$ cat config.mk
export PLATFORM = sky130hd
export DESIGN_NAME = spi_frame_scheduler
export DESIGN_NICKNAME = d
export VERILOG_FILES = /design/src/rtl/spi_pkg.sv /design/src/rtl/spi_rr_arbiter.sv /design/src/rtl/spi_frame_scheduler.sv
export SDC_FILE = /design/constraint.sdc
export NUM_CORES = 1
export LEC_CHECK = 0
export BUFFER_PORTS_ARGS = -buffer_cell sky130_fd_sc_hd__buf_2
export CORE_MARGIN = 2
export CORE_UTILIZATION = 30
export DETAILED_ROUTE_END_ITERATION = 6
export SLEW_MARGIN = 20
export SYNTH_ARGS = -nofsm -noshare
export SYNTH_HDL_FRONTEND = slang
export SYNTH_SLANG_ARGS = --single-unit
$ cat constraint.sdc
create_clock -name clk -period 5.1 [get_ports clk]
set_input_delay 0.51 -clock clk [delete_from_list [all_inputs] [get_ports clk]]
set_output_delay 0.51 -clock clk [all_outputs]
set_load 0.01 [all_outputs]
$ cat src/rtl/spi_pkg.sv
// rtl/spi_pkg.sv - shared states, header bytes, frame lengths and kind encodings
package spi_pkg;

    typedef enum logic [2:0] {
        ST_IDLE,
        ST_SETUP,
        ST_LOAD,
        ST_WAIT,
        ST_HOLD,
        ST_GAP
    } state_t;

    localparam logic [7:0] HDR_INT  = 8'hA1;
    localparam logic [7:0] HDR_FLT  = 8'hA2;
    localparam logic [3:0] LEN_INT  = 4'd4;
    localparam logic [3:0] LEN_FLT  = 4'd8;
    localparam logic       KIND_INT = 1'b0;
    localparam logic       KIND_FLT = 1'b1;

    // Byte number cnt of a frame: header at 0, then payload bytes MSB first.
    function automatic logic [7:0] frame_byte(
        input logic [7:0]  hdr,
        input logic [63:0] payload,
        input logic [3:0]  last,
        input logic [3:0]  cnt
    );
        logic [7:0] b;
        logic [3:0] idx;
        b   = hdr;
        idx = last - cnt;
        if (cnt != 4'd0) begin
            for (int i = 0; i < 8; i++) begin
                if (idx == 4'(i)) begin
                    b = payload[i*8 +: 8];
                end
            end
        end
        return b;
    endfunction

endpackage

$ cat src/rtl/spi_rr_arbiter.sv
// rtl/spi_rr_arbiter.sv - two-way round-robin arbiter, bit 0 = int, bit 1 = flt
module spi_rr_arbiter (
    input  logic       clk,
    input  logic       reset,
    input  logic       enable,
    input  logic [1:0] req,
    output logic [1:0] grant
);

    // Reset value makes the int channel win the first contested grant.
    logic last_flt;

    always_comb begin
        grant = 2'b00;
        if (enable) begin
            case (req)
                2'b01:   grant = 2'b01;
                2'b10:   grant = 2'b10;
                2'b11:   grant = last_flt ? 2'b01 : 2'b10;
                default: grant = 2'b00;
            endcase
        end
    end

    always_ff @(posedge clk) begin
        if (reset) begin
            last_flt <= 1'b1;
        end else if (|grant) begin
            last_flt <= grant[1];
        end
    end

endmodule

$ cat src/rtl/spi_frame_scheduler.sv
// rtl/spi_frame_scheduler.sv - arbitrates int/float payloads into SS-framed SPI byte transfers
module spi_frame_scheduler #(
    parameter int         SS_SETUP   = 4,
    parameter int         SS_HOLD    = 4,
    parameter int         GAP_CYCLES = 16,
    parameter int         TIMEOUT    = 4096,
    parameter logic [7:0] HDR_INT    = spi_pkg::HDR_INT,
    parameter logic [7:0] HDR_FLT    = spi_pkg::HDR_FLT
) (
    input  logic        clk,
    input  logic        reset,
    input  logic        int_req,
    input  logic [31:0] int_data,
    output logic        int_ack,
    input  logic        flt_req,
    input  logic [63:0] flt_data,
    output logic        flt_ack,
    output logic        spi_start,
    output logic [7:0]  spi_tx_byte,
    input  logic        spi_done,
    input  logic [7:0]  spi_rx_byte,
    output logic        ss_n,
    output logic        rx_valid,
    output logic        rx_kind,
    output logic [63:0] rx_data,
    output logic        busy,
    output logic        status
);

    import spi_pkg::*;

    localparam int M1      = (SS_SETUP > SS_HOLD) ? SS_SETUP : SS_HOLD;
    localparam int M2      = (GAP_CYCLES > TIMEOUT) ? GAP_CYCLES : TIMEOUT;
    localparam int CNT_MAX = (M1 > M2) ? M1 : M2;
    localparam int CW      = $clog2(CNT_MAX + 1);

    state_t        state;
    state_t        state_next;
    logic [CW-1:0] cnt;
    logic          cnt_run;
    logic          timeout_hit;
    logic [1:0]    grant;
    logic          kind;
    logic [3:0]    byte_cnt;
    logic [3:0]    last;
    logic [63:0]   payload;
    logic [63:0]   reply;
    logic [7:0]    hdr;

    spi_rr_arbiter u_arb (
        .clk    (clk),
        .reset  (reset),
        .enable (state == ST_IDLE),
        .req    ({flt_req, int_req}),
        .grant  (grant)
    );

    assign hdr       = (kind == KIND_FLT) ? HDR_FLT : HDR_INT;
    assign spi_start = (state == ST_LOAD);
    assign busy      = (state != ST_IDLE);

    always_comb begin
        state_next  = state;
        cnt_run     = 1'b0;
        timeout_hit = 1'b0;
        case (state)
            ST_IDLE: begin
                if (|grant) state_next = ST_SETUP;
            end
            ST_SETUP: begin
                cnt_run = 1'b1;
                if (int'(cnt) + 1 >= SS_SETUP) state_next = ST_LOAD;
            end
            ST_LOAD: begin
                state_next = ST_WAIT;
            end
            ST_WAIT: begin
                cnt_run = 1'b1;
                if (spi_done) begin
                    state_next = (byte_cnt == last) ? ST_HOLD : ST_LOAD;
                end else if (int'(cnt) + 1 >= TIMEOUT) begin
                    timeout_hit = 1'b1;
                    state_next  = ST_GAP;
                end
            end
            ST_HOLD: begin
                cnt_run = 1'b1;
                if (int'(cnt) + 1 >= SS_HOLD) state_next = ST_GAP;
            end
            ST_GAP: begin
                cnt_run = 1'b1;
                if (int'(cnt) + 1 >= GAP_CYCLES) state_next = ST_IDLE;
            end
            default: state_next = ST_IDLE;
        endcase
    end

    always_ff @(posedge clk) begin
        if (reset) begin
            state       <= ST_IDLE;
            cnt         <= '0;
            int_ack     <= 1'b0;
            flt_ack     <= 1'b0;
            spi_tx_byte <= 8'h00;
            ss_n        <= 1'b1;
            rx_valid    <= 1'b0;
            rx_kind     <= KIND_INT;
            rx_data     <= 64'h0;
            status      <= 1'b0;
            kind        <= KIND_INT;
            byte_cnt    <= 4'd0;
            last        <= LEN_INT;
            payload     <= 64'h0;
            reply       <= 64'h0;
        end else begin
            state    <= state_next;
            // One counter serves every timed state; it restarts on each state change.
            cnt      <= (cnt_run && state_next == state) ? cnt + CW'(1) : '0;
            int_ack  <= 1'b0;
            flt_ack  <= 1'b0;
            rx_valid <= 1'b0;
            case (state)
                ST_IDLE: begin
                    if (|grant) begin
                        int_ack  <= grant[0];
                        flt_ack  <= grant[1];
                        kind     <= grant[1] ? KIND_FLT : KIND_INT;
                        last     <= grant[1] ? LEN_FLT : LEN_INT;
                        payload  <= grant[1] ? flt_data : {32'h0, int_data};
                        byte_cnt <= 4'd0;
                        reply    <= 64'h0;
                        ss_n     <= 1'b0;
                    end
                end
                ST_SETUP: begin
                    if (state_next == ST_LOAD) begin
                        spi_tx_byte <= frame_byte(hdr, payload, last, 4'd0);
                    end
                end
                ST_WAIT: begin
                    if (spi_done) begin
                        // The byte clocked in alongside the header carries no reply data.
                        if (byte_cnt != 4'd0) begin
                            reply <= {reply[55:0], spi_rx_byte};
                        end
                        if (byte_cnt != last) begin
                            byte_cnt    <= byte_cnt + 4'd1;
                            spi_tx_byte <= frame_byte(hdr, payload, last, byte_cnt + 4'd1);
                        end
                    end else if (timeout_hit) begin
                        status <= 1'b1;
                        ss_n   <= 1'b1;
                    end
                end
                ST_HOLD: begin
                    if (state_next == ST_GAP) begin
                        ss_n     <= 1'b1;
                        rx_valid <= 1'b1;
                        rx_kind  <= kind;
                        rx_data  <= reply;
                        status   <= 1'b0;
                    end
                end
                default: ;
            endcase
        end
    end

endmodule

# --- Word level (Yosys, flattened, before mapping) ---
# Index checks and enable logic that the tools add are counted.
totals:
  register_bits: 232
  latchBits: 0
  mem_bits_rw: 0
  mem_bits_ro: 0
  input_bits: 109
  output_inout_bits: 80
  wordCells: 125
  n_memories: 0
classes:
  add_sub_neg: 4
  n_mul: 0
  div: 0
  n_lt_le_gt_ge: 3
  n_eq_ne: 28
  shift: 0
  mux: 48
  bitwise: 4
  reduce_logical: 22
op_table:
  columns: ["cell", "n"]
  rows:
  - ["64-bit two-way mux", 4]
  - ["64-bit one-hot mux with 2 select lines", 1]
  - ["8-bit two-way mux", 12]
  - ["32-bit by 14-bit greater-or-equal comparator with 1-bit output, second input constant", 1]
  - ["32-bit by 4-bit greater-or-equal comparator with 1-bit output, second input constant", 1]
  - ["3-bit two-way mux", 7]
  - ["3-bit one-hot mux with 6 select lines", 1]
  - ["4-bit by 3-bit equality test with 1-bit output, second input constant", 4]
  - ["4-bit two-way mux", 4]
  - ["2-bit != test, second input constant", 8]
  - ["8-bit one-hot mux with 2 select lines", 1]
  - ["4-bit AND reduction", 4]
  - ["13-bit by 1-bit adder with 14-bit output, second input constant", 1]
  - ["14-bit by 5-bit greater-or-equal comparator with 1-bit output, second input constant", 1]
  - ["13-bit by 1-bit adder with 13-bit output, second input constant", 1]
  - ["1-bit two-way mux", 11]
  - ["3-bit by 2-bit equality test with 1-bit output, second input constant", 3]
  - ["3-bit equality test, second input constant", 3]
  - ["4-bit by 2-bit equality test with 1-bit output, second input constant", 2]
  - ["4-bit one-hot mux with 2 select lines", 1]
  - ["4-bit nonzero test", 2]
  - ["2-bit two-way mux", 3]
  - ["2-bit one-hot mux with 3 select lines", 1]
  - ["2-bit nonzero test", 3]
  - ["other kinds (21)", 29]

# --- Depth between registers and ports, before layout ---
# Gate-level depths: netlist (run 1).
logic_depth:
  depth_word: 15
  mapped_depth: 12
  ltp_nobuf: 10

# --- Hierarchy ---
# A second synthesis (run 1) with hierarchy kept.
unflattened:
  cells_unflattened: 1075
  hier_area_um2: 9616.7
by_module_without_submodules:
  columns: ["mod", "instances", "cells_each", "area_per_inst_um2", "seq_area_each_um2"]
  rows:
  - ["spi_frame_scheduler", 1, 1067, 9557.9, 4564.4]
  - ["spi_rr_arbiter", 1, 8, 58.8, 20.0]

# --- Least setup slack after synthesis (run 1) ---
# No wires, ideal clock.
synth_path:
  path_type: "register to register"
  start: "register byte_cnt[0]"
  end: "register spi_tx_byte[6]"
  setup_time_ns: 0.116
  arrival_ns: 2.790
  required_time_ns: 4.984
  slack_ns: 2.194
  stages_incl_launch_ff: 13
  n_path_buf: 2
  period_less_slack_ns: 2.906
  cell_sequence: "dfxtp_1 ha_1 clkbuf_1 xnor2_1 ha_1 and4b_1 a211oi_2 xnor2_1 clkbuf_1 and3_1 a221oi_1 nor4_1 a31o_2"
synth_between:
  elab_chain_cells: 15
  word_cells_on_any_way: 32
  classes_between: "add/sub (2); eq/ne (12); mux (15); reduce/logical (3)"
synth_lines:
  columns: ["item", "line", "text"]
  rows:
  - ["from (decl)", "spi_frame_scheduler.sv:44", "logic [3:0] byte_cnt;"]
  - ["from (signal assigned)", "spi_frame_scheduler.sv:147", "byte_cnt <= byte_cnt + 4'd1;"]
  - ["4-bit by 1-bit adder with 4-bit output", "spi_frame_scheduler.sv:148", "spi_tx_byte <= frame_byte(hdr, payload, last, byte_cnt + 4'd1);"]
  - ["4-bit subtractor", "spi_pkg.sv:30", "idx = last - cnt;"]
  - ["4-bit logical NOT", "spi_pkg.sv:33", "if (idx == 4'(i)) begin"]
  - ["8-bit two-way mux (8 in a row)", "spi_pkg.sv:33", null]
  - ["8-bit two-way mux", "spi_pkg.sv:31", "if (cnt != 4'd0) begin"]
  - ["8-bit two-way mux", "spi_frame_scheduler.sv:146", "if (byte_cnt != last) begin"]
  - ["8-bit two-way mux", "spi_frame_scheduler.sv:141", "if (spi_done) begin"]
  - ["8-bit one-hot mux with 2 select lines", "spi_frame_scheduler.sv:122", "case (state)"]
  - ["to (signal assigned)", "spi_frame_scheduler.sv:137", "spi_tx_byte <= frame_byte(hdr, payload, last, 4'd0);"]
  - ["to (signal assigned)", "spi_frame_scheduler.sv:148", null]
  - ["to (decl)", "spi_frame_scheduler.sv:19", "output logic [7:0] spi_tx_byte,"]
# Parallel ways exist; a longest one is shown, timed or not. The select of a mux whose other input is x is not followed.
# A chain may end at the register's enable or synchronous reset.

# --- Final worst setup path (run 1) ---
layout_path:
  start: "register cnt[0]"
  end: "register rx_data[54]"
layout_between:
  elab_chain_cells: 7
  word_cells_on_any_way: 12
  classes_between: "add/sub (1); order compare (3); eq/ne (1); mux (6); reduce/logical (1)"
layout_lines:
  columns: ["item", "line", "text"]
  rows:
  - ["from (decl)", "spi_frame_scheduler.sv:39", "logic [CW-1:0] cnt;"]
  - ["from (signal assigned)", "spi_frame_scheduler.sv:118", "cnt <= (cnt_run && state_next == state) ? cnt + CW'(1) : '0;"]
  - ["13-bit by 1-bit adder with 14-bit output *", null, null]
  - ["32-bit by 14-bit greater-or-equal comparator with 1-bit output", "spi_frame_scheduler.sv:81", "end else if (int'(cnt) + 1 >= TIMEOUT) begin"]
  - ["3-bit two-way mux", "spi_frame_scheduler.sv:81", null]
  - ["3-bit two-way mux", "spi_frame_scheduler.sv:79", "if (spi_done) begin"]
  - ["3-bit one-hot mux with 6 select lines *", "spi_frame_scheduler.sv:66", "case (state)"]
  - ["3-bit equality test *", "spi_frame_scheduler.sv:156", "if (state_next == ST_GAP) begin"]
  - ["2-bit AND reduction (no source line) *", null, null]
  - ["to (signal assigned)", "spi_frame_scheduler.sv:160", "rx_data <= reply;"]
  - ["to (decl)", "spi_frame_scheduler.sv:25", "output logic [63:0] rx_data,"]
# Every way passes the cells marked *; elsewhere a longest branch is shown, timed or not.

==> impl.org, run 1 <==
** Synth
- The average instance in the mapped netlist occupies 8.93 µm².
- Yosys cell types :: 65
- Portion of the post-synthesis area used by sequential elements :: 46.9%
- Total of warnings raised by yosys :: 0
- Synthesis inferred 229 register bits.
- Synthesis produced a netlist whose cell count is 1094.
- Fraction of registers with async set/reset :: 0%
- In this run, synthesis inferred 0 flip-flops with an integrated enable.
- Post-Syn Area :: 9770 µm²
- Primary FF master, synth :: dfxtp_1
- When the netlist entered floorplanning its net count stood at 1211.

** Critical path
- Number of buffer and inverter instances along the worst setup path :: 1
- The startpoint identified for the worst register-to-register timing path is cnt[0].
- The critical path is of the reg -> reg type.
- Cell class contributing the biggest share of worst-path delay :: simple AND/OR/NAND/NOR gates
- On the worst path, the slowest cell contributes a delay of 0.81 ns.
- The worst setup path is launched from a flop.
- Of all nets on the critical path, the largest fanout is 59.
- Slowest stage cell, crit path :: nand2_4
- CP most frequent cell :: nand4_1
- At the worst endpoint, the arrival time is 3.75 ns.
- Kind of end point of the critical path :: flop
- Flop2flop setup slack :: 1.73 ns
- Traced cell by cell, the critical path runs through ha_1 > and4_1 > nand4_1 > mux2i_4 > nand4_1 > nand2_4 > buf_4 > mux2i_1 > nor2_1.
- Tracing the worst setup path back leads to its startpoint at cnt[0].
- Required time at the worst-slack endpoint :: 5.48 ns

** Pwr
- Power density over cell area :: 346 nW/µm²
- Leakage :: 5.23 nW
- In this run, the combinational gates consume 10.0% of the power.
- VDD sags by at most 227 µV.
- Reported net switching power :: 0.00106 W
- Sequential cells account for 45.5% of the total power.
- Part of the power in the clock network :: 44.5%
- Internal power comes to 0.00307 W.
- Fraction of power spent switching nets :: 25.6%

** Clock network
- Clock-pin slew was measured on the worst setup and hold paths at 0.06 ns.
- Longest Clk Path Bufs :: 3
- Root buffer cell :: clkbuf_16
- Post-CTS Resized :: 0
- In this run, post-CTS hold repair placed 0 buffers.
- After clock tree synthesis, the setup repair step added 0 buffers.
- Clock tree from TritonCTS :: yes
- The clock reaches the later pin of the worst-skew pair after 0.54 ns.
- Number of clock sinks :: 229
- The number of clock buffers added by TritonCTS is 26.
- Number of levels in the clock H-tree :: 1

** Global route
- The number of antenna violations at the first check in global routing was 3.
- The total overflow left after global routing is 0.
- Pin count of the biggest net entering global routing :: 119
- Number of global-route vias before repair :: 7904
- The first global-routing pass estimated 42700 µm of wire.
- Global routing used 15.5% of the available tracks across all layers.

** STA
- RSZ-0062 raised after global routing :: false
- Crit path time final :: 3.37 ns
- Clk_skew :: 0.0103 ns
- Adding up every negative setup slack in the final design gives 0 ns.
- The final hold violation count was 0.
- The max-slew violation count was 0.
- Actual slew at the worst max-slew pin :: 1.04 ns
- Worst slew margin relative to its limit :: 30.8%
- For this run, the top clock speed supported by timing is 297 MHz.
- Final worst path period share :: 66.1%
- Endpoints failing setup :: 0

** Die
- Standard-cell row count :: 66
- DIE WIDTH :: 184 µm
- Area of the die :: 34000 µm²
- The initial utilization of the core area, before any placement, comes to 30.2%.
- In this run the standard cell core region covers 32300 µm².
- Die Height :: 184 µm
- Pin placement for this block handled 189 I/O pins.

** Job
- Max-cap violation count :: 0

** Routing
- After detailed routing, the total wire length is 27100 µm.
- The routed layout has 8354 vias.
- The detailed router finished its first iteration with 593 violations.
- Number of nets with antenna violations after routing :: 0
- WL/cell :: 16.0 µm
- Number of vias per cell :: 4.93
- First-pass iteration count of the detailed router :: 5
- In the routed design, unresolved DRC markers number 0.

** Outcome
- Result of the run :: complete, no violations

** Min path
- The startpoint identified for the worst hold timing path is flt_data[59].
- The min-delay analysis places its worst path in the category in -> reg.

** Placed design
- Number of buffers inserted by port buffering :: 188
- Final HPWL DP :: 18300 µm
- Routability-driven placement finished with a final weighted congestion of 0.810.

** Finish
- The post-route netlist has 21.2% of its cells at a drive strength greater than 1.
- Fin nets :: 1352
- Post-synthesis to final-layout area growth :: 22.1%
- Share of the core filled with cells in the final layout :: 36.9%
## area by class of cell
class,instances,area [µm²]
sequential,229,4580
tap,442,553
clock buffer,36,748
clock inverter,9,101
antenna,2,5.00
timing repair buffer,203,1080
inverter,15,56.3
multi-input combinational,760,4790
fill,3271,20400
## through the flow
step                      hold slack [ns]  total power (W)  area (µm²)  setup slack (ns)  cells
final                               0.191          0.00413       11900              1.73   1696
after global routing                0.177          0.00431       11900              1.42   1694
after CTS                           0.174          0.00418       11900              1.72   1693
after detailed placement            0.448          0.00232       11000              1.74   1648
after global placement              0.445          0.00232       11000              1.83   1648
after floorplan                     0.431          0.00218        9770              2.19   1094
## cells in the mapped netlist, drive strengths merged, types with 8 or more instances
| library cell | count | area (µm²) |
|---|---|---|
| dfxtp | 229 | 4580 |
| nor2 | 133 | 499 |
| a21oi | 100 | 504 |
| mux2i | 99 | 1000 |
| nand2 | 92 | 348 |
| nand3 | 82 | 410 |
| clkbuf | 72 | 270 |
| a211oi | 36 | 288 |
| a22o | 32 | 280 |
| buf | 18 | 106 |
| nor3 | 17 | 85.1 |
| inv | 15 | 56.3 |
| nor2b | 14 | 87.6 |
| o21ai | 14 | 70.1 |
| xnor2 | 12 | 105 |
| a221oi | 10 | 87.6 |
| nand4 | 10 | 62.6 |
| and3 | 8 | 50.1 |
| ha | 8 | 100 |
## cell usage in the layout (no fill, tap or decap), types with 4 or more instances in the layout
master	Yosys	routed
dfxtp_1	229	229
xor2_1	7	7
nor2b_1	14	14
clkinv_2	0	5
nor2_1	133	131
nand3_1	82	80
a211oi_1	34	34
clkbuf_8	0	6
a22o_1	32	32
nor4_1	6	6
mux2i_1	98	98
buf_4	1	14
nor3_1	17	17
or3_1	4	4
a21oi_1	99	99
a221oi_1	10	10
ha_1	8	8
nand2_1	91	90
xnor2_1	12	12
inv_1	15	15
a31oi_1	4	4
buf_2	10	187
o211ai_1	6	6
o21ai_0	12	12
nor3b_1	6	6
nand4_1	10	10
clkbuf_1	72	4
and3_1	8	7
nand3b_1	5	5
clkbuf_16	0	26
## routing by layer
metal  share of wire, %  track usage (%)  up-vias
li1                   -                -     4188
met1                 46             21.1     3955
met2                 46             25.0      178
met3                5.8             3.48       31
met4                1.7             3.49        2
met5              0.048                0        -
## final timing paths
kind              depth (start not counted)     endpoint
hold / removal                            2  payload[59]
setup reg to reg                          9  rx_data[54]
setup / recovery                          9  rx_data[54]
hold reg to reg                           2    reply[62]
## power groups by stage
| stage | combinational [W] | sequential (W) | clock (W) |
|---|---|---|---|
| after CTS | 0.000408 | 0.00188 | 0.00189 |
| after floorplan | 0.000277 | 0.00190 | 0 |
| after global routing | 0.000455 | 0.00189 | 0.00197 |
| after detailed placement | 0.000406 | 0.00192 | 0 |
| final | 0.000412 | 0.00188 | 0.00184 |
| after global placement | 0.000403 | 0.00192 | 0 |
## logic make-up (layout without fill, tap and decap cells)
| kind of cell | after synthesis | after routing | share of synthesized area, % |
|---|---|---|---|
| AOI/OAI and AO/OA | 242 | 242 | 17.1 |
| and+or+nand+nor | 390 | 390 | 18.4 |
| adders and majority gates | 8 | 8 | 1.02 |
| xor gates and xnor gates | 19 | 19 | 1.70 |
| muxes | 100 | 100 | 10.4 |
| other | 1 | 3 | 0.0384 |
| buffers and inverters | 105 | 263 | 4.43 |
| DFF | 229 | 229 | 46.9 |
## flip-flops by register name, summed over array words and instances, names as in the netlist, 2 cells and up
name,cells
payload,64
cnt,13
reply,64
spi_tx_byte,8
byte_cnt,4
rx_data,64
state,3
last,2
Note: power is estimated with default switching activity, not from simulation.
==> run 2, diff against run 1 <==
clock period = 3 ns   (was 5.1 ns; I/O delays follow)
==> impl.org, run 2 (synthesis results as in run 1) <==
** Global route
- Total overflow reported by the global router :: 0 (unchanged)
- Wire length of the first global-routing pass :: 43500 µm (+1.9%)
- Number of antenna violations at the first check in global routing :: 1 (-2)
- The combined global-route utilization of all metal layers came to 15.8% (+0.26 points).
- Number of global-route vias before repair :: 8196 (+3.7%)
- Pin count of the biggest net entering global routing :: 137 (+15%)

** Critical path
- Required time at the worst-slack endpoint :: 3.46 ns (-2.02 ns)
- The slowest stage of the critical path belongs to the cell dfxtp_1.
- Startpoint kind of the worst setup timing path :: flop
- CP most frequent cell :: ha_1
- Number of buffer and inverter instances along the worst setup path :: 0 (-1)
- Kind of end point of the critical path :: flop
- The biggest cell delay along the critical path came to 0.44 ns (-0.37 ns).
- Data arrival time of the critical path :: 3.23 ns (-0.52 ns)
- The signal on the critical path passes through ha_1 > xnor2_1 > ha_1 > and4b_1 > a211oi_4 > xnor2_2 > mux2_2 > nor4_1 > o211ai_1 > a21oi_1.
- WS Path Type :: reg -> reg
- Largest fanout on the critical path :: 6 (-90%)
- Cell class contributing the biggest share of worst-path delay :: compound AO/OA/AOI/OAI gates

** Finish
- Fraction of layout instances using a drive strength above 1 :: 22.1% (+0.94 points)
- The area of all placed cells without fillers came to 12500 µm² (+5.1%).
- FF+latch area :: 4580 µm² (unchanged)
- Fin nets :: 1400 (+3.6%)
- Commonest cells after routing, fill and taps aside :: 229 x dfxtp_1, 187 x buf_2, 130 x nor2_1, 99 x a21oi_1, 98 x mux2i_1
- The final-layout fill cell count came to 3266 (-0.15%).
- Area of combinational cells with multiple inputs :: 4840 µm² (+0.86%)
- In the final layout, the registers with the most flip-flops are payload: 64 flops, reply: 64 flops, rx_data: 64 flops.
- Post-synthesis to final-layout area growth :: 28.3%
- Most frequent standard cell in the layout excluding fill and tap cells :: dfxtp_1
- The final standard cell count with taps included and fillers excluded is 1746 (+2.9%).

** Placed design
- Placed cell count :: 1662 (+0.85%)
- The final weighted congestion of routability-driven global placement is 0.825 (+1.9%).
- The number of I/O port buffers is 188 (unchanged).
- The placement-stage cell area came to 11200 µm² (+1.6%).
- Final HPWL DP :: 18300 µm (+0.10%)

** Clock network
- The clock-pin transition on the worst setup and hold timing paths was 0.06 ns (about the same).
- Root buffer cell :: clkbuf_16
- Number of clock sinks :: 229 (unchanged)
- Clock insertion delay at the later pin of the skew report :: 0.53 ns (about the same)
- Clock tree from TritonCTS :: yes
- The buffer levels on the longest clock path was 3 (unchanged).
- The count of H-tree levels built during CTS is 1 (unchanged).
- The number of clock buffers inserted by TritonCTS is 26 (unchanged).

** Die
- Area of the die :: 34000 µm² (unchanged)
- The number of standard-cell rows in the floorplan is 66 (unchanged).
- Die Height :: 184 µm (unchanged)
- DIE WIDTH :: 184 µm (unchanged)
- The core area is 32300 µm² (unchanged).
- The I/O pin total was 189 (unchanged).
- Initial cell density of the core :: 30.2% (unchanged)

** STA
- Final hold violation count :: 0 (unchanged)
- The final critical path time including I/O delays and setup was 2.78 ns (-0.594 ns).
- The worst hold slack is 0.0234 ns (-0.168 ns).
- The max-slew violation count was 0 (unchanged).
- Fmax :: 360 MHz (+21%)
- The remaining max-slew budget at the tightest pin is 48.2% (+17 points).
- Endpoints failing setup :: 0 (unchanged)
- Final worst path period share :: 92.5% (+26 points)
- The actual slew at the worst max-slew pin was 0.777 ns (-0.261 ns).
- The final clock skew came to 0.0126 ns (+0.00236 ns).

** Pwr
- The total power consumption of the routed design is 0.00738 W (+79%).
- The leakage power total came to 5.50 nW (+5.2%).
- Power density over cell area :: 589 nW/µm² (+70%)
- The worst-case vdd ir drop is 394 µV (+73%).

** Routing
- Number of nets with antenna violations after routing :: 0 (unchanged)
- The number of iterations in the first detailed-routing pass is 5 (unchanged).
- The vias per cell is 4.89 (-0.76%).
- Total wire length after detailed routing :: 27500 µm (+1.5%)
- Vias after detailed routing :: 8535 (+2.2%)
- First DRT Iteration DRCs :: 466 (-21%)
- DRC violations left :: 0 (unchanged)
- WL/cell :: 15.8 µm (-1.4%)

** Job
- The number of max-cap violations was 0 (unchanged).

** Min path
- The path class of the tightest hold or removal check is in -> reg.

** Outcome
- Result of the run :: complete, no violations
run 2: per-layer routing:
metal | up-vias | GRT usage (%) | part of all wire, %
met5 | - | 0 | 0
met4 | 0 | 3.97 | 1.9
met3 | 33 | 3.26 | 4.8
met2 | 157 | 26.2 | 47
met1 | 4070 | 20.9 | 46
li1 | 4275 | - | -
run 2: final timing paths:
path	end	slack (ns)	from	cells past startpoint
max	spi_tx_byte[0]	0.22	byte_cnt[1]	10
min	payload[35]	0.02	flt_data[35]	2
max reg2reg	spi_tx_byte[0]	0.22	byte_cnt[1]	10
min reg2reg	reply[56]	0.45	reply[56]	2
run 2: worst reg2reg max path, stage by stage, from the launching register on:
cell	delay (ns)
dfxtp_1	0.44
ha_1	0.23
xnor2_1	0.12
ha_1	0.29
and4b_1	0.23
a211oi_4	0.31
xnor2_2	0.20
mux2_2	0.37
nor4_1	0.24
o211ai_1	0.13
a21oi_1	0.15
run 2: area by class of cell:
type,count,share of cell area (%)
multi-input cells,760,38.6
diodes,1,0.0200
inverters,15,0.449
repair buffers,251,12.6
well taps,442,4.41
flip-flops and latches,229,36.6
clock buffers,38,6.12
clock inverters,10,1.27
run 2: what timing repair did:
action / in CTS / in global routing
gates resized for setup: 0 / 8
setup buffers: 0 / 4
hold endpoints to repair: 31 / 0
endpoints found under the setup margin: 0 / 21
hold buffers: 31 / 0
run 2: metrics by stage:
| stage | utilization, % | setup TNS (ns) | setup WS, ns |
|---|---|---|---|
| global placement | 34.8 | 0 | 0.101 |
| floorplan | - | 0 | 0.0937 |
| detailed placement | 34.8 | 0 | 0.0369 |
| finish | 38.8 | 0 | 0.224 |
| global route | 38.8 | -0.0113 | -0.00577 |
| CTS | 38.6 | 0 | 0.0219 |
run 2: power by group:
| part | total, W | leakage, nW | switching (W) | internal, W |
|---|---|---|---|---|
| clock | 0.00340 | 0.449 | 0.00128 | 0.00212 |
| combinational | 0.000782 | 3.20 | 0.000460 | 0.000323 |
| sequential | 0.00320 | 1.86 | 0.0000670 | 0.00313 |
